`src/rtl/queue_occ_pkg.sv`:
```
// rtl/queue_occ_pkg.sv - shared types, constants and width helper for the queue occupancy tracker
package queue_occ_pkg;

  // Default almost-empty threshold and the distance of almost-full below FIFO_SIZE
  localparam int DEF_AE_LVL    = 4;
  localparam int DEF_AF_MARGIN = 4;

  // Per-channel level flags, all derived from the registered count
  typedef struct packed {
    logic full;
    logic empty;
    logic almost_full;
    logic almost_empty;
    logic last;
  } lvl_flags_t;

  // Count width: one extra bit so a completely full FIFO is representable
  function automatic int calc_cw(input int fifo_size);
    return $clog2(fifo_size) + 1;
  endfunction

endpackage

```
`src/rtl/queue_occ_ch.sv`:
```
// rtl/queue_occ_ch.sv - single-channel occupancy counter, level flags, peak and error tracking (QUEUE_OCC_ERR_EN enables ovf/udf)
module queue_occ_ch
  import queue_occ_pkg::*;
#(
  parameter int  FIFO_SIZE = 64,
  parameter int  AF_LVL    = FIFO_SIZE - DEF_AF_MARGIN,
  parameter int  AE_LVL    = DEF_AE_LVL,
  localparam int CW        = calc_cw(FIFO_SIZE)
) (
  input  logic          clk,
  input  logic          rst,
  input  logic          fifo_en,
  input  logic          wr_en,
  input  logic          rd_en,
  input  logic          ch_clr,
  input  logic          peak_clr,
  input  logic          err_clr,
  output logic [CW-1:0] count,
  output logic [CW-1:0] peak,
  output lvl_flags_t    flags,
  output logic          ovf,
  output logic          udf
);

  localparam logic [CW-1:0] MAX_CNT = CW'(FIFO_SIZE);
  localparam logic [CW-1:0] AF_CNT  = CW'(AF_LVL);
  localparam logic [CW-1:0] AE_CNT  = CW'(AE_LVL);

  logic          wa;
  logic          ra;
  logic [CW-1:0] count_nxt;

  // Accept decisions; a read on empty is only legal when it consumes a same-cycle write
  always_comb begin
    wa = fifo_en & wr_en & (count < MAX_CNT);
    ra = rd_en & ((count != '0) | wa);
    if (ch_clr) begin
      count_nxt = '0;
    end else begin
      count_nxt = count + CW'(wa) - CW'(ra);
    end
  end

  // Occupancy register
  always_ff @(posedge clk) begin
    if (rst) begin
      count <= '0;
    end else begin
      count <= count_nxt;
    end
  end

  // High-water mark; a clear snaps it to the present occupancy rather than zero
  always_ff @(posedge clk) begin
    if (rst) begin
      peak <= '0;
    end else if (peak_clr) begin
      peak <= count;
    end else if (count_nxt > peak) begin
      peak <= count_nxt;
    end
  end

  // Level flags from the registered count; last also anticipates a read leaving one entry
  always_comb begin
    flags.full         = (count == MAX_CNT);
    flags.empty        = (count == '0);
    flags.almost_full  = (count >= AF_CNT);
    flags.almost_empty = (count <= AE_CNT);
    flags.last         = (count == CW'(1)) | (rd_en & (count == CW'(2)));
  end

`ifdef QUEUE_OCC_ERR_EN
  logic ovf_set;
  logic udf_set;

  // A flush in the same cycle swallows the write, so it is not an overflow
  always_comb begin
    ovf_set = fifo_en & wr_en & ~wa & ~ch_clr;
    udf_set = rd_en & ~ra;
  end

  // Sticky error flags; a new error wins over a same-cycle clear
  always_ff @(posedge clk) begin
    if (rst) begin
      ovf <= 1'b0;
      udf <= 1'b0;
    end else begin
      if (ovf_set) begin
        ovf <= 1'b1;
      end else if (err_clr) begin
        ovf <= 1'b0;
      end
      if (udf_set) begin
        udf <= 1'b1;
      end else if (err_clr) begin
        udf <= 1'b0;
      end
    end
  end
`else
  // Error tracking absent: flags are constant zero and err_clr has no effect
  assign ovf = err_clr & 1'b0;
  assign udf = 1'b0;
`endif

endmodule

```
`src/rtl/queue_occ_tracker.sv`:
```
// rtl/queue_occ_tracker.sv - NUM_CH independent queue occupancy trackers with packed outputs (QUEUE_OCC_ERR_EN enables ovf/udf)
module queue_occ_tracker
  import queue_occ_pkg::*;
#(
  parameter int  FIFO_SIZE = 64,
  parameter int  NUM_CH    = 4,
  parameter int  AF_LVL    = FIFO_SIZE - DEF_AF_MARGIN,
  parameter int  AE_LVL    = DEF_AE_LVL,
  localparam int CW        = calc_cw(FIFO_SIZE)
) (
  input  logic                 clk,
  input  logic                 rst,
  input  logic [NUM_CH-1:0]    fifo_en,
  input  logic [NUM_CH-1:0]    wr_en,
  input  logic [NUM_CH-1:0]    rd_en,
  input  logic [NUM_CH-1:0]    ch_clr,
  input  logic [NUM_CH-1:0]    peak_clr,
  input  logic [NUM_CH-1:0]    err_clr,
  output logic [NUM_CH*CW-1:0] index,
  output logic [NUM_CH*CW-1:0] peak,
  output logic [NUM_CH-1:0]    last,
  output logic [NUM_CH-1:0]    full,
  output logic [NUM_CH-1:0]    empty,
  output logic [NUM_CH-1:0]    almost_full,
  output logic [NUM_CH-1:0]    almost_empty,
  output logic [NUM_CH-1:0]    ovf,
  output logic [NUM_CH-1:0]    udf
);

  for (genvar n = 0; n < NUM_CH; n++) begin : g_ch
    lvl_flags_t fl;

    queue_occ_ch #(
      .FIFO_SIZE (FIFO_SIZE),
      .AF_LVL    (AF_LVL),
      .AE_LVL    (AE_LVL)
    ) u_ch (
      .clk      (clk),
      .rst      (rst),
      .fifo_en  (fifo_en[n]),
      .wr_en    (wr_en[n]),
      .rd_en    (rd_en[n]),
      .ch_clr   (ch_clr[n]),
      .peak_clr (peak_clr[n]),
      .err_clr  (err_clr[n]),
      .count    (index[n*CW +: CW]),
      .peak     (peak[n*CW +: CW]),
      .flags    (fl),
      .ovf      (ovf[n]),
      .udf      (udf[n])
    );

    assign full[n]         = fl.full;
    assign empty[n]        = fl.empty;
    assign almost_full[n]  = fl.almost_full;
    assign almost_empty[n] = fl.almost_empty;
    assign last[n]         = fl.last;
  end

endmodule
```
`config.mk`:
```
export PLATFORM = sky130hd
export DESIGN_NAME = queue_occ_tracker
export DESIGN_NICKNAME = d
export VERILOG_FILES = /design/src/rtl/queue_occ_pkg.sv /design/src/rtl/queue_occ_ch.sv /design/src/rtl/queue_occ_tracker.sv
export SDC_FILE = /design/constraint.sdc
export NUM_CORES = 1
export LEC_CHECK = 0
export CAP_MARGIN = 5
export CORE_MARGIN = 2
export CORE_UTILIZATION = 55
export CTS_BUF_LIST = sky130_fd_sc_hd__clkbuf_16
export DETAILED_ROUTE_END_ITERATION = 8
export PLACE_DENSITY = 0.93
export SLEW_MARGIN = 15
export SYNTH_ARGS = -nofsm -noshare
export SYNTH_HDL_FRONTEND = slang
export SYNTH_SLANG_ARGS = --single-unit
```
`constraint.sdc`:
```
create_clock -name clk -period 8.1 [get_ports clk]
set_input_delay 2.025 -clock clk [delete_from_list [all_inputs] [get_ports clk]]
set_output_delay 2.025 -clock clk [all_outputs]
set_load 0.005 [all_outputs]
```
==> flow_summary_export.csv <==
group,metric,value,unit
clock_tree,clkLatencyLatePin,0.28,ns
sta,min_period,6.085,ns
setup_path,crit_chain,"clkdlybuf4s50_1, and3_1, o41a_1, ha_1, inv_1, ha_1, fa_1, a211oi_1, or4_4, nand3_2, ha_1, and4_1, a21boi_1, o31ai_1, a21oi_1, a221oi_2",
route,drc_errors,0,
synth,synth-async-reset-ratio,0,
clock_tree,cts_tree,"done",
power_and_ir_drop,peakVddDrop,285.1,uV
setup_path,critical_path.max_fanout,5,
clock_tree,ctsHoldBuffers,0,
setup_path,critPathLaunchType,"primary input",
finish,multi_input_area,3537,um^2
synth,syn_inst,594,
synth,synth_seq_area_share,0.2231,
global_route,grt_overflow_total,0,
route,drt_iter0_markers,147,
hold_path,holdCritPathClass,"reg2reg",
setup_path,crit_required,8.30,ns
setup_path,cp.arrival,6.28,ns
synth,yosys_warnings,0,
placed_design,dpl.hpwl,10070,um
synth,ys_ff_latch,56,
setup_path,path_buf_inv,2,
global_route,grt_pass1_wl,21760,um
synth,synth_edf_count,0,
power_and_ir_drop,powerDensity,487.5,nW/um^2
synth,avgSynthCellArea,8.461,um^2
finish,areaGrowthSynthToFinish,22.45,%
die,pin_count,110,
finish,layoutNonFillerInstCount,789,
clock_tree,numClockSinks,56,
power_and_ir_drop,leakage,2.588,nW
placed_design,port_buffers,97,
sta,worst_pin_slew,1.131,ns
sta,min_period_over_period,0.7512,
synth,ys.flop_type,"dfxtp_1",
sta,final_max_slew_viol_count,0,
sta,skew,0.007783,ns
die,num_rows,34,
route,wl_per_cell,16.16,um
placed_design,gpl.final_weighted_congestion,0.9066,
sta,max_slew_margin,0.2463,
die,core,8806,um^2
setup_path,crit_top_cell,"ha_1",
clock_tree,cts-resized-gates,0,
global_route,grt_usage,0.2579,
sta,fmax,164.3,MHz
global_route,antenna_found_initial,0,
run,maxCapViolations,0,
clock_tree,h-tree-depth,2,
clock_tree,post_cts_buffers,0,
sta,rsz0062_at_grt,"no",
clock_tree,cts_buffers,5,
setup_path,critPathMaxStageDelay,0.54,ns
route,wl,12750,um
route,antenna_left,0,
clock_tree,cts-root-buf,"clkbuf_16",
synth,yosys.cell_types.count,53,
die,die_w,99.60,um
route,first_pass_iters,4,
sta,hold_violations,0,
die,initial_core_util,0.5708,
sta,setup_viol,0,
finish,seq_area,1121,um^2
clock_tree,cts.clk_slew.worst_paths,0.08,ns
setup_path,timing.critical_path.to_type,"register",
sta,finalSetupTns,0,ns
placed_design,placedCellCount,781,
finish,layout.nets,802,
die,fp.dieH,99.60,um
sta,holdWs,0.5057,ns
die,die_area,9919,um^2
clock_tree,clockBufferDepth,2,
setup_path,slowest_stage,"o31ai_1",
setup_path,crit_type,"in2reg",
global_route,grt_pass1_vias,4792,
finish,n_antenna_cell,0,
run_status,status,"completed",
route,vias,4752,
setup_path,critPathTopFamily,"compound AO/OA/AOI/OAI gates",
finish,drive_above_1_share,0.03965,
global_route,grt_max_degree,57,
finish,num-fill-cells,675,
route,vias_per_cell,6.023,
synth,syn_area,5026,um^2
[state kept, by name, indices dropped and copies added, names as in the netlist]
register         cells
g_ch.u_ch.peak      28
g_ch.u_ch.count     28
[worst paths after layout]
kind | startpoint | to | slack (ns) | cells after the start
worst max-delay path | fifo_en[0] | g_ch[0].u_ch.peak[5] | 2.02 | 16
worst min-delay path | g_ch[1].u_ch.peak[4] | g_ch[1].u_ch.peak[4] | 0.51 | 2
worst max register to register | g_ch[1].u_ch.count[4] | g_ch[1].u_ch.peak[1] | 3.29 | 18
worst min register to register | g_ch[1].u_ch.peak[4] | g_ch[1].u_ch.peak[4] | 0.51 | 2
[layout make-up]
| type | instances | share of cell area |
|---|---|---|
| multi-input combinational | 451 | 0.5747 |
| sequential | 56 | 0.1822 |
| timing repair buffer | 97 | 0.1569 |
| inverter | 69 | 0.04208 |
| tap | 108 | 0.02196 |
| clock buffer | 5 | 0.02033 |
| clock inverter | 3 | 0.001830 |
[synth_stat cells, types with 4 or more instances]
cell type	number	area, um^2
dfxtp_1	56	1121
nor2_1	46	172.7
fa_1	4	80.08
a21oi_1	21	105.1
o31a_1	4	35.03
a211oi_1	20	150.1
nand4_1	5	31.28
buf_4	9	67.56
mux2i_1	9	90.09
or3b_1	4	35.03
nor3_1	16	80.08
a31oi_1	9	56.30
nand3b_1	4	30.03
nand3_2	5	50.05
o21ai_0	10	50.05
a21boi_1	4	30.03
buf_2	6	30.03
ha_1	92	1151
o31ai_1	8	60.06
nor4bb_1	6	60.06
xor2_1	4	35.03
inv_1	69	259.0
nand3_1	29	145.1
o311a_1	5	50.05
and3_1	6	37.54
a221oi_2	5	75.07
or4_4	5	56.30
xnor2_1	5	43.79
a21o_1	5	37.54
o21bai_1	5	37.54
and4_1	5	43.79
nor4_1	10	62.56
nor2b_1	17	106.4
nor4b_1	8	70.07
nand2_1	31	116.4
a311oi_1	15	131.4
clkbuf_1	7	26.28
[layer usage]
| layer | GRT usage | wire length [um] | up-vias |
|---|---|---|---|
| met5 | 0 | 0 | - |
| met4 | 0.06849 | 257 | 0 |
| met3 | 0.03373 | 629 | 25 |
| met2 | 0.4647 | 6490 | 150 |
| met1 | 0.3231 | 5371 | 2250 |
| li1 | - | - | 2327 |
[through the flow]
| step | util | worst slack [ns] | power (mW) | cell area, um^2 |
|---|---|---|---|---|
| CTS | 0.6989 | 2.073 | 2.979 | 6155 |
| global placement | 0.6834 | 1.910 | 2.624 | 6018 |
| floorplan | - | 2.617 | 2.076 | 5052 |
| finish | 0.6989 | 2.015 | 3.001 | 6155 |
| global route | 0.6989 | 1.710 | 3.302 | 6155 |
| detailed placement | 0.6834 | 1.802 | 2.754 | 6018 |
[report_power, final]
part | leakage [nW] | switching (mW) | internal [mW]
combinational | 2.05 | 1.25 | 1.05
sequential | 0.461 | 0.111 | 0.369
clock | 0.0738 | 0.100 | 0.112
[cells in the final DEF (no fill, tap or decap), types with 5 or more instances in the layout]
cell type and instances:
o31ai_1 8, o21bai_1 5, nand3_2 5, a221oi_2 5
clkbuf_16 5, nor2_1 46, conb_1 8, nor4_1 10
nor4bb_1 6, clkdlybuf4s50_1 96, and3_1 6, a21oi_1 21
nor3_1 16, nor2b_1 17, a21o_1 5, o21ai_0 10
or4_4 5, a311oi_1 15, inv_1 71, a31oi_1 9
nand2_1 31, nand4_1 5, dfxtp_1 56, o311a_1 5
nor4b_1 8, and4_1 5, nand3_1 29, mux2i_1 9
a211oi_1 20, ha_1 92, xnor2_1 5
[kinds of logic after synthesis]
| group | after synthesis | share of synthesized area |
|---|---|---|
| AND/OR/NAND/NOR | 207 | 0.2348 |
| AO/OA/AOI/OAI | 122 | 0.1845 |
| adder cells (fa/ha/maj) | 96 | 0.2450 |
| buffers and inverters | 94 | 0.07842 |
| flip-flops | 56 | 0.2231 |
| XOR/XNOR | 9 | 0.01568 |
| multiplexers | 9 | 0.01792 |
| other | 1 | 0.0007461 |
[worst register-to-register path, stage by stage (launching register included)]
cell and delay (ns):
dfxtp_1 0.39, inv_1 0.17, ha_1 0.20, nor2b_1 0.17, nand2_1 0.11, o41a_1 0.38, ha_1 0.28, inv_1 0.04
ha_1 0.20, fa_1 0.41, a211oi_1 0.48, or4_4 0.24, nand3_2 0.09, ha_1 0.32, and4_1 0.21, a21boi_1 0.24
o31a_1 0.37, mux2i_1 0.25, a211oi_1 0.10
Note: power is estimated with default switching activity, not from simulation.
